### src/rtl/fetch_sequencer.sv
`timescale 1ns/1ps
`default_nettype none
// ============================================================================
// Module      : fetch_sequencer
// Description : Fetches instructions from instruction memory at the current
//               PC, presents them to decode, and resolves JMP/BEQZ/HALT into
//               the PC's increment/jump controls with one pc_step per
//               retired instruction.
// Revision    : 1.0 - initial release
// ============================================================================
module fetch_sequencer #(
    parameter int         DATA_W   = 16,
    parameter int         ADDR_W   = 4,
    parameter int         TIMEOUT  = 15,
    parameter logic [3:0] OPC_JMP  = 4'hA,
    parameter logic [3:0] OPC_BEQZ = 4'hB,
    parameter logic [3:0] OPC_HALT = 4'hF
) (
    input  logic              clk,
    input  logic              rst,
    input  logic [ADDR_W-1:0] instruction_addr,
    output logic              pc_step,
    output logic [7:0]        pc_increment,
    output logic              jump,
    output logic              imem_req,
    output logic [ADDR_W-1:0] imem_addr,
    input  logic              imem_valid,
    input  logic [DATA_W-1:0] imem_data,
    output logic [DATA_W-1:0] instr,
    output logic              instr_valid,
    input  logic              instr_ready,
    input  logic              zero_flag,
    output logic              halted,
    output logic              fetch_err
);

    typedef enum logic [2:0] {
        S_IDLE  = 3'd0,
        S_REQ   = 3'd1,
        S_WAIT  = 3'd2,
        S_ISSUE = 3'd3,
        S_HALT  = 3'd4
    } state_t;

    // Last wait-counter value before the memory is declared unresponsive.
    localparam logic [7:0] c_TIMEOUT_LAST = 8'(TIMEOUT - 1);

    state_t              r_state;
    state_t              w_state_next;
    logic [7:0]          r_wait_cnt;
    logic [7:0]          w_wait_cnt_next;
    logic [DATA_W-1:0]   r_instr;
    logic [DATA_W-1:0]   w_instr_next;
    logic                r_fetch_err;
    logic                w_fetch_err_next;

    logic [3:0]          w_opcode;
    logic [ADDR_W-1:0]   w_field;
    logic [ADDR_W-1:0]   w_addr_neg;
    logic [ADDR_W-1:0]   w_inc;

    assign w_opcode   = r_instr[15:12];
    assign w_field    = r_instr[ADDR_W-1:0];
    // A relative step of (-addr) mod 2^ADDR_W lands the PC on address 0,
    // which is how JMP 0 is expressed since increment 0 means +1.
    assign w_addr_neg = {ADDR_W{1'b0}} - instruction_addr;

    assign pc_increment = {{(8-ADDR_W){1'b0}}, w_inc};
    assign instr        = r_instr;
    assign halted       = (r_state == S_HALT);
    assign fetch_err    = r_fetch_err;

    // State, captured instruction, wait counter and sticky error register.
    always_ff @(posedge clk) begin
        if (!rst) begin
            r_state     <= S_IDLE;
            r_wait_cnt  <= 8'd0;
            r_instr     <= '0;
            r_fetch_err <= 1'b0;
        end else begin
            r_state     <= w_state_next;
            r_wait_cnt  <= w_wait_cnt_next;
            r_instr     <= w_instr_next;
            r_fetch_err <= w_fetch_err_next;
        end
    end

    // Next-state logic plus memory handshake and PC step encoding.
    always_comb begin
        w_state_next     = r_state;
        w_wait_cnt_next  = r_wait_cnt;
        w_instr_next     = r_instr;
        w_fetch_err_next = r_fetch_err;
        imem_req         = 1'b0;
        imem_addr        = '0;
        instr_valid      = 1'b0;
        pc_step          = 1'b0;
        jump             = 1'b0;
        w_inc            = '0;

        case (r_state)
            S_IDLE: begin
                w_state_next = S_REQ;
            end

            S_REQ: begin
                imem_req        = 1'b1;
                imem_addr       = instruction_addr;
                w_wait_cnt_next = 8'd0;
                if (imem_valid) begin
                    w_instr_next = imem_data;
                    w_state_next = S_ISSUE;
                end else begin
                    w_state_next = S_WAIT;
                end
            end

            S_WAIT: begin
                // The PC cannot move while a fetch is outstanding, so the
                // live PC value is a stable fetch address.
                imem_req  = 1'b1;
                imem_addr = instruction_addr;
                if (imem_valid) begin
                    w_instr_next = imem_data;
                    w_state_next = S_ISSUE;
                end else if (r_wait_cnt == c_TIMEOUT_LAST) begin
                    w_fetch_err_next = 1'b1;
                    w_state_next     = S_HALT;
                end else begin
                    w_wait_cnt_next = r_wait_cnt + 8'd1;
                end
            end

            S_ISSUE: begin
                instr_valid = 1'b1;
                if (instr_ready) begin
                    if (w_opcode == OPC_HALT) begin
                        // PC stays frozen on the HALT instruction.
                        w_state_next = S_HALT;
                    end else if (w_opcode == OPC_JMP) begin
                        pc_step      = 1'b1;
                        w_state_next = S_REQ;
                        if (w_field != '0) begin
                            w_inc = w_field;
                            jump  = 1'b1;
                        end else if (instruction_addr == '0) begin
                            // JMP 0 at address 0 would spin forever.
                            w_state_next = S_HALT;
                        end else begin
                            w_inc = w_addr_neg;
                        end
                    end else if (w_opcode == OPC_BEQZ) begin
                        pc_step      = 1'b1;
                        w_state_next = S_REQ;
                        if (zero_flag) begin
                            if (w_field == '0) begin
                                // Taken branch by 0 is a self-loop.
                                w_state_next = S_HALT;
                            end else begin
                                w_inc = w_field;
                            end
                        end
                    end else begin
                        pc_step      = 1'b1;
                        w_state_next = S_REQ;
                    end
                end
            end

            S_HALT: begin
                w_state_next = S_HALT;
            end

            default: begin
                w_state_next = S_IDLE;
            end
        endcase
    end

endmodule
`default_nettype wire

### config.mk
export PLATFORM = sky130hd
export DESIGN_NAME = fetch_sequencer
export DESIGN_NICKNAME = d
export VERILOG_FILES = /design/src/rtl/fetch_sequencer.sv
export SDC_FILE = /design/constraint.sdc
export NUM_CORES = 1
export LEC_CHECK = 0
export BUFFER_PORTS_ARGS = -buffer_cell sky130_fd_sc_hd__clkbuf_2
export CORE_MARGIN = 2
export CORE_UTILIZATION = 44
export DETAILED_ROUTE_END_ITERATION = 8
export PLACE_DENSITY = 0.8
export SLEW_MARGIN = 20
export SYNTH_ARGS = -nofsm -noshare
export SYNTH_HDL_FRONTEND = slang
export SYNTH_SLANG_ARGS = --single-unit
### constraint.sdc
create_clock -name clk -period 1.59 [get_ports clk]
set_input_delay 0.2385 -clock clk [delete_from_list [all_inputs] [get_ports clk]]
set_output_delay 0.2385 -clock clk [all_outputs]
set_load 0.05 [all_outputs]
==> results.txt, run 1 <==
----------------------------------------------------
[Route]
  Number of vias per cell after detailed routing ... 5.90
  Routed vias ... 1993
  Post-route DRC violation count ... 0
  Detailed-router iteration count before antenna repair ... 4
  Met3 Wirelength ... 782 µm
  Detailed-route wire length on metal 1 ... 2680 µm
  Top sig layer ... met4
  Drt wl/cell ... 21.1 µm
  Number of violations reported at the end of detailed-routing iteration 0 ... 141
  Detail Route met2 WL ... 3390 µm
  Detailed Route WL ... 7120 µm
  Detail Route Antenna Nets ... 0

[STA]
  Fin Hold WS ... 75.6 ps
  Ratio of final minimum period to clock period ... 140%
  Final Hold Vio Count ... 0
  Final-layout setup total negative slack ... -6550 ps
  Setup clock skew after layout ... 6.49 ps
  Final setup vio count ... 28
  F_max ... 450 MHz
  Time the worst path needs with I/O delays and setup ... 2220 ps
  PnR worst setup slack ... -634 ps
  Unrepaired setup endpoints after global routing ... true
  Count of final max-slew check failures ... 0

[Logic synthesis]
  Post-synth top area cell ... dfxtp_1
  Mapped cell area ... 1540 µm²
  Portion of the post-synthesis area used by sequential elements ... 36.4%
  Cells after Synth ... 190
  Mean post-synth cell area ... 8.11 µm²
  Top-area cell type share of the netlist area ... 36.4%
  Register bit total from synthesis ... 28
  Yosys Warn Count ... 0
  Leading cell types by total area after synthesis ... dfxtp_1, nand2_1, a21boi_0
  Yosys cell types ... 43

[Power]
  Post-route total power ... 4.68 mW
  Power density normalized to cell area ... 1640 nW/µm²
  Worst IR drop on VDD ... 0.920 mV
  Leakage power ... 1.18 nW

[Worst setup path]
  Worst R2R End ... r_wait_cnt[4]$_SDFFE_PN0P_
  Worst path required time ... 1350 ps
  CP Max Fanout ... 4
  Kind of critical path ... reg -> out
  Data arrival time at the worst-slack endpoint ... 1990 ps
  Number of cells traversed by the worst register-to-register path ... 7
  Worst reg2reg startpoint ... r_state[2]$_SDFFE_PN0P_
  Startpoint types ... register
  FF-to-FF setup slack ... -330 ps
  Endpoint kind of the worst setup timing path ... output pin

[Finish]
  Proportion of layout cells with a drive suffix above 1 ... 62.0%
  Area taken by multi-input logic gates ... 1220 µm²
  Area occupied by registers ... 587 µm²
  Fraction of the core area covered by cells at the end of the flow ... 84.9%
  Nets ... 321
  Area growth syn-to-layout ... 85.3%
  Filler Cell Count ... 165
  Post-route cell area ... 2860 µm²
  Antenna Diode Count ... 0
  Non-filler instance count after layout ... 338

[Placed design]
  Total placed cells including tap cells ... 315
  HPWL reported at the end of detailed placement ... 3050 µm
  Post-DP Area ... 2200 µm²
  DP Worst Slack ... -299 ps
  GPL Wtd Cong ... 0.836
  Port bufs ... 54

[Clock network]
  Number of CTS-inserted buffers ... 3
  Sinks on Clock Net ... 28
  H-Tree Depth ... 1
  Clock transition time at the flip-flop clock pins of the worst setup and hold paths ... 170 ps
  Number of buffers inserted by hold repair at cts ... 0
  Worst-Skew Late Latency ... 350 ps
  Clock tree from TritonCTS ... yes
  Clk buf depth ... 2
  Cell at the root of the clock tree ... clkbuf_4

[Floorplan]
  Area of the placeable core ... 3360 µm²
  Die outline height ... 63.2 µm
  Effective utilization at floorplan ... 45.8%
  Num rows ... 21
  Ports placed on the boundary ... 59
  Die X ... 63.2 µm
  Die ar. ... 3990 µm²

[Hold path]
  End point of the most critical hold path ... instr[4]$_SDFFE_PN0P_
  Hold Crit Depth ... 3
  Hold Crit Start ... imem_data[4]
  HP Class ... in -> reg

[Flow run]
  Max-cap violations ... 0

[GRT]
  Number of antenna violations at the first check in global routing ... 0
  Number of global-route vias before repair ... 1770
  GRT Overall Usage ... 28.4%
  Global route overflow ... 0
  Wire length of the first global-routing pass ... 8990 µm
  Pin count of the biggest net entering global routing ... 23

[Run status]
  Failing checks ... setup timing
  Outcome ... finished, violations left

----------------------------------------------------
-- area by class of cell --
type                       count  share of cell area (%)
multi-input combinational    144                    42.8
timing repair buffer         107                    31.4
sequential                    28                    20.5
tap                           46                    2.01
inverter                       9                    1.31
clock inverter                 1                    1.05
clock buffer                   3                   0.788
-- critical path, cell delays in order, from the launching register on --
cell and delay, ps:
dfxtp_4 380, or4_4 530, nor4_4 170, buf_6 170, a31oi_4 100, nor2_4 130, buf_8 150
-- sequential cells by signal, indices dropped and copies added, names as in the netlist --
| register | count |
|---|---|
| instr | 16 |
| r_wait_cnt | 8 |
| r_state | 3 |
| fetch_err | 1 |
-- metal layers --
metal	global-route usage [%]	vias to the layer above
met1	36.3	929
li1	-	865
met3	3.75	31
met2	49.6	168
met4	8.97	0
met5	0	-
-- cells in the mapped netlist (all sizes together) --
master   count
o2111ai      2
or4          1
o21bai       1
nand4        2
and3         1
inv          9
xor2         1
o31a         1
xnor2        5
conb         1
nand3b       1
or3          2
dfxtp       28
maj3         1
a21oi        9
nor3         5
buf          7
o41ai        2
nand3        4
o21ai        3
ha           3
nor3b        1
nor2        14
a211oi       2
a31oi        3
a311oi       1
a311o        1
and2         3
nand2       43
a41o         1
nand4b       1
clkbuf       5
nor4b        4
nor2b        1
nor4         3
a21boi      18
-- placed cells by master, fill, tap and decap left out, types with 5 or more instances in the layout --
| master | Yosys | layout |
|---|---|---|
| nor2_1 | 14 | 9 |
| a21boi_2 | 0 | 7 |
| nand2_1 | 43 | 31 |
| dfxtp_2 | 0 | 9 |
| buf_8 | 0 | 12 |
| nor2_4 | 0 | 5 |
| buf_6 | 2 | 16 |
| buf_4 | 4 | 35 |
| a21boi_1 | 1 | 11 |
| nand2_2 | 0 | 8 |
| clkbuf_2 | 0 | 41 |
| dfxtp_1 | 28 | 15 |
| inv_1 | 9 | 7 |
-- worst max-delay path by stage --
stage | start | endpoint | slack (ps) | depth (start not counted)
detailed placement | instr[0]$_SDFFE_PN0P_ | pc_increment[0] | -300 | 5
floorplan | r_state[2]$_SDFFE_PN0P_ | jump | -370 | 5
global route | instr[1]$_SDFFE_PN0P_ | pc_increment[0] | -700 | 6
CTS | instr[3]$_SDFFE_PN0P_ | pc_increment[2] | -630 | 6
global placement | instr[0]$_SDFFE_PN0P_ | pc_increment[0] | -310 | 5
finish | instr[1]$_SDFFE_PN0P_ | pc_increment[0] | -630 | 6
-- kinds of logic after synthesis --
kind of cell	count (synthesis)	share of synthesized area, %
DFF	28	36.4
adders and majority gates	4	3.08
xor gates and xnor gates	6	3.90
buffers and inverters	21	7.14
other	1	0.243
AOI/OAI and AO/OA	44	21.8
and+or+nand+nor	86	27.5
-- power breakdown --
part | internal (mW) | leakage, nW | switching, mW | total, mW
sequential | 0.855 | 0.234 | 0.120 | 0.976
clock | 0.255 | 0.0279 | 0.243 | 0.498
combinational | 1.30 | 0.918 | 1.90 | 3.21
-- timing repair --
item / CTS / global route
gates cloned: 1 / 1
pin swaps: 15 / 31
buffers inserted: 11 / 11
gates resized for setup: 68 / 75
endpoints found under the setup margin: 22 / 40
(Power assumes the default switching activity.)
==> run 2: changes to the inputs <==
--- a/config.mk
+++ b/config.mk
@@ -5,6 +5,7 @@
 export SDC_FILE = /design/constraint.sdc
 export NUM_CORES = 1
 export LEC_CHECK = 0
+export ABC_AREA = 1
 export BUFFER_PORTS_ARGS = -buffer_cell sky130_fd_sc_hd__clkbuf_2
 export CORE_MARGIN = 2
 export CORE_UTILIZATION = 44
==> results.txt, run 2 <==
----------------------------------------------------
[GRT]
  Number of antenna violations at the first check in global routing ... 0
  Global routing met1 resource utilization ... 24.7%
  Global route overflow ... 0
  GRT Overall Usage ... 22.1%
  Global Route met2 Usage ... 40.5%
  Fraction of met3 tracks used by global routing ... 2.64%
  Top Usage Layer GRT ... met2
  Pin count of the biggest net entering global routing ... 21
  Wire length of the first global-routing pass ... 7180 µm
  Number of global-route vias before repair ... 1689

[Worst setup path]
  Cell mode on critical path ... inv_2
  CP Max Fanout ... 4
  FF-to-FF setup slack ... 50 ps
  Master of the slowest instance on the critical path ... dfxtp_2
  Endpoint kind of the worst setup timing path ... output pin
  Family of cells with the greatest summed delay on the critical path ... compound AO/OA/AOI/OAI gates
  Cell count along the critical path ... 8
  Critical path buffers and inverters ... 4
  Stage delay of the slowest cell on the critical path ... 400 ps
  Data arrival time at the worst-slack endpoint ... 1690 ps
  Kind of critical path ... reg -> out
  Worst R2R End ... r_state[1]$_SDFFE_PN0P_
  First element of the critical path ... instr[12]$_SDFFE_PN0P_
  Last element of the critical path ... pc_increment[2]
  Worst path required time ... 1350 ps
  Number of cells traversed by the worst register-to-register path ... 11
  Worst reg2reg startpoint ... r_state[1]$_SDFFE_PN0P_
  Critical-path cell list ... inv_2 -> nand2_2 -> nor2_4 -> buf_6 -> o21ai_4 -> o21bai_4 -> inv_2 -> clkbuf_16
  Startpoint types ... register

[STA]
  Setup clock skew after layout ... 9.70 ps
  Final setup vio count ... 7
  PnR worst setup slack ... -343 ps
  Time the worst path needs with I/O delays and setup ... 1930 ps
  Ratio of final minimum period to clock period ... 122%
  Unrepaired setup endpoints after global routing ... true
  Count of final max-slew check failures ... 0
  Final Hold Vio Count ... 0
  F_max ... 517 MHz

[Clock network]
  Sinks on Clock Net ... 28
  Worst-Skew Late Latency ... 330 ps
  H-Tree Depth ... 1
  Clk buf depth ... 2
  Number of CTS-inserted buffers ... 3
  Cell at the root of the clock tree ... clkbuf_4
  Clock tree from TritonCTS ... yes
  Number of buffers inserted by hold repair at cts ... 0
  Clock transition time at the flip-flop clock pins of the worst setup and hold paths ... 140 ps

[Placed design]
  Post-DP Area ... 2040 µm²
  Total placed cells including tap cells ... 342
  HPWL reported at the end of detailed placement ... 2860 µm
  DP Worst Slack ... -47.8 ps
  Port bufs ... 54
  GPL Wtd Cong ... 0.822

[Route]
  Detailed Route WL ... 4950 µm
  Detailed-router iteration count before antenna repair ... 4
  Number of violations reported at the end of detailed-routing iteration 0 ... 49
  Post-route DRC violation count ... 0
  Number of vias per cell after detailed routing ... 5.21
  Detail Route Antenna Nets ... 0
  Drt wl/cell ... 13.9 µm
  Routed vias ... 1859

[Logic synthesis]
  Post-synth top area cell ... dfxtp_1
  Leading cell type by number of instances after synthesis ... nor2_1
  Register bit total from synthesis ... 28
  Top-area cell type share of the netlist area ... 35.7%
  Mean post-synth cell area ... 6.80 µm²
  Mapped cell area ... 1570 µm²
  Yosys Warn Count ... 0
  Asr flop ratio synth ... 0%
  Portion of the post-synthesis area used by sequential elements ... 35.7%
  Post-synth top cells ... nor2_1, nand2_1, dfxtp_1, inv_1, a21oi_1
  Prevailing post-synth register cell ... dfxtp_1
  Cells after Synth ... 231
  Leading cell types by total area after synthesis ... dfxtp_1, nor2_1, nand2_1
  Count of flip-flops with a built-in enable after synthesis ... 0
  Yosys cell types ... 29

[Finish]
  Antenna Diode Count ... 0
  Max FFs per register ... 16
  Non-filler instance count after layout ... 357
  Commonest non-fill, non-tap cells in the layout ... nor2_1, clkbuf_2, nand2_1, buf_4, inv_1
  Nets ... 340
  Commonest non-fill, non-tap cell in the layout ... nor2_1
  Filler Cell Count ... 251
  Fraction of the core area covered by cells at the end of the flow ... 71.9%
  Area growth syn-to-layout ... 55.2%
  Proportion of layout cells with a drive suffix above 1 ... 45.3%
  Post-route cell area ... 2440 µm²

[Power]
  Worst IR drop on VDD ... 0.932 mV
  Power density normalized to cell area ... 1720 nW/µm²
  Leakage power ... 1.12 nW

[Floorplan]
  Die X ... 63.7 µm
  Ports placed on the boundary ... 59
  Num rows ... 21
  Die ar. ... 4060 µm²
  Area of the placeable core ... 3390 µm²
  Effective utilization at floorplan ... 46.3%
  Die outline height ... 63.7 µm

[Flow run]
  Max-cap violations ... 0

[Hold path]
  Hold Crit Start ... imem_data[5]
  HP Class ... in -> reg

[Run status]
  Failing checks ... setup timing
  Outcome ... finished, violations left

----------------------------------------------------
run 2: how the worst min path moves through the flow:
stage / to / slack (ps) / depth (start not counted)
2_1_floorplan: instr[11]$_SDFFE_PN0P_ / 370 / 2
3_3_place_gp: fetch_err$_SDFFE_PN0P_ / 460 / 2
3_5_place_dp: instr[11]$_SDFFE_PN0P_ / 470 / 3
4_1_cts: instr[5]$_SDFFE_PN0P_ / 110 / 3
5_1_grt: instr[5]$_SDFFE_PN0P_ / 100 / 3
6_report: instr[5]$_SDFFE_PN0P_ / 120 / 3
run 2: repair_timing:
action | CTS | global route
buffers inserted | 10 | 5
gates cloned | 0 | 1
pin swaps | 8 | 11
endpoints found under the setup margin | 13 | 20
resized for setup | 43 | 43
run 2: worst min-delay path, stage by stage:
cell	delay, ps
clkbuf_2	80
nor2_1	40
nor2_1	80
run 2: final cells by class:
type / count / area [µm²] / share of cell area (%)
Multi-Input combinational cell: 165 / 995 / 40.8
Timing Repair Buffer: 82 / 638 / 26.2
Sequential cell: 28 / 573 / 23.5
Inverter: 32 / 138 / 5.65
Tap cell: 46 / 57.6 / 2.36
Clock buffer: 4 / 36.3 / 1.49
run 2: cells by family (layout without fill, tap and decap cells):
logic type	count (synthesis)	in the layout	synth area share [%]
AOI/OAI and AO/OA	39	39	13.4
DFF	28	28	35.7
xor gates and xnor gates	1	1	0.558
other	1	4	0.239
buffers and inverters	42	118	12.6
adders and majority gates	3	3	2.39
and+or+nand+nor	117	118	35.1
run 2: routing by layer:
layer	part of all wire [%]	vias up	wire length (µm)
li1	-	883	-
met1	38	876	1870
met2	53	77	2620
met3	4.0	23	200
met4	5.2	0	259
met5	0	-	0
run 2: per-stage QoR:
| stage | TNS (ps) | power (mW) | hold WS, ps |
|---|---|---|---|
| floorplan | -2850 | 2.74 | 373 |
| global placement | -17.3 | 3.23 | 462 |
| detailed placement | -92.9 | 3.27 | 468 |
| CTS | -1860 | 3.88 | 110 |
| global route | -2340 | 4.43 | 104 |
| finish | -1540 | 4.18 | 122 |
run 2: power breakdown:
group / switching (mW) / internal (mW) / leakage, nW
logic: 1.86 / 0.916 / 0.866
clock network: 0.198 / 0.140 / 0.0210
registers: 0.154 / 0.916 / 0.232
total: 2.21 / 1.97 / 1.12
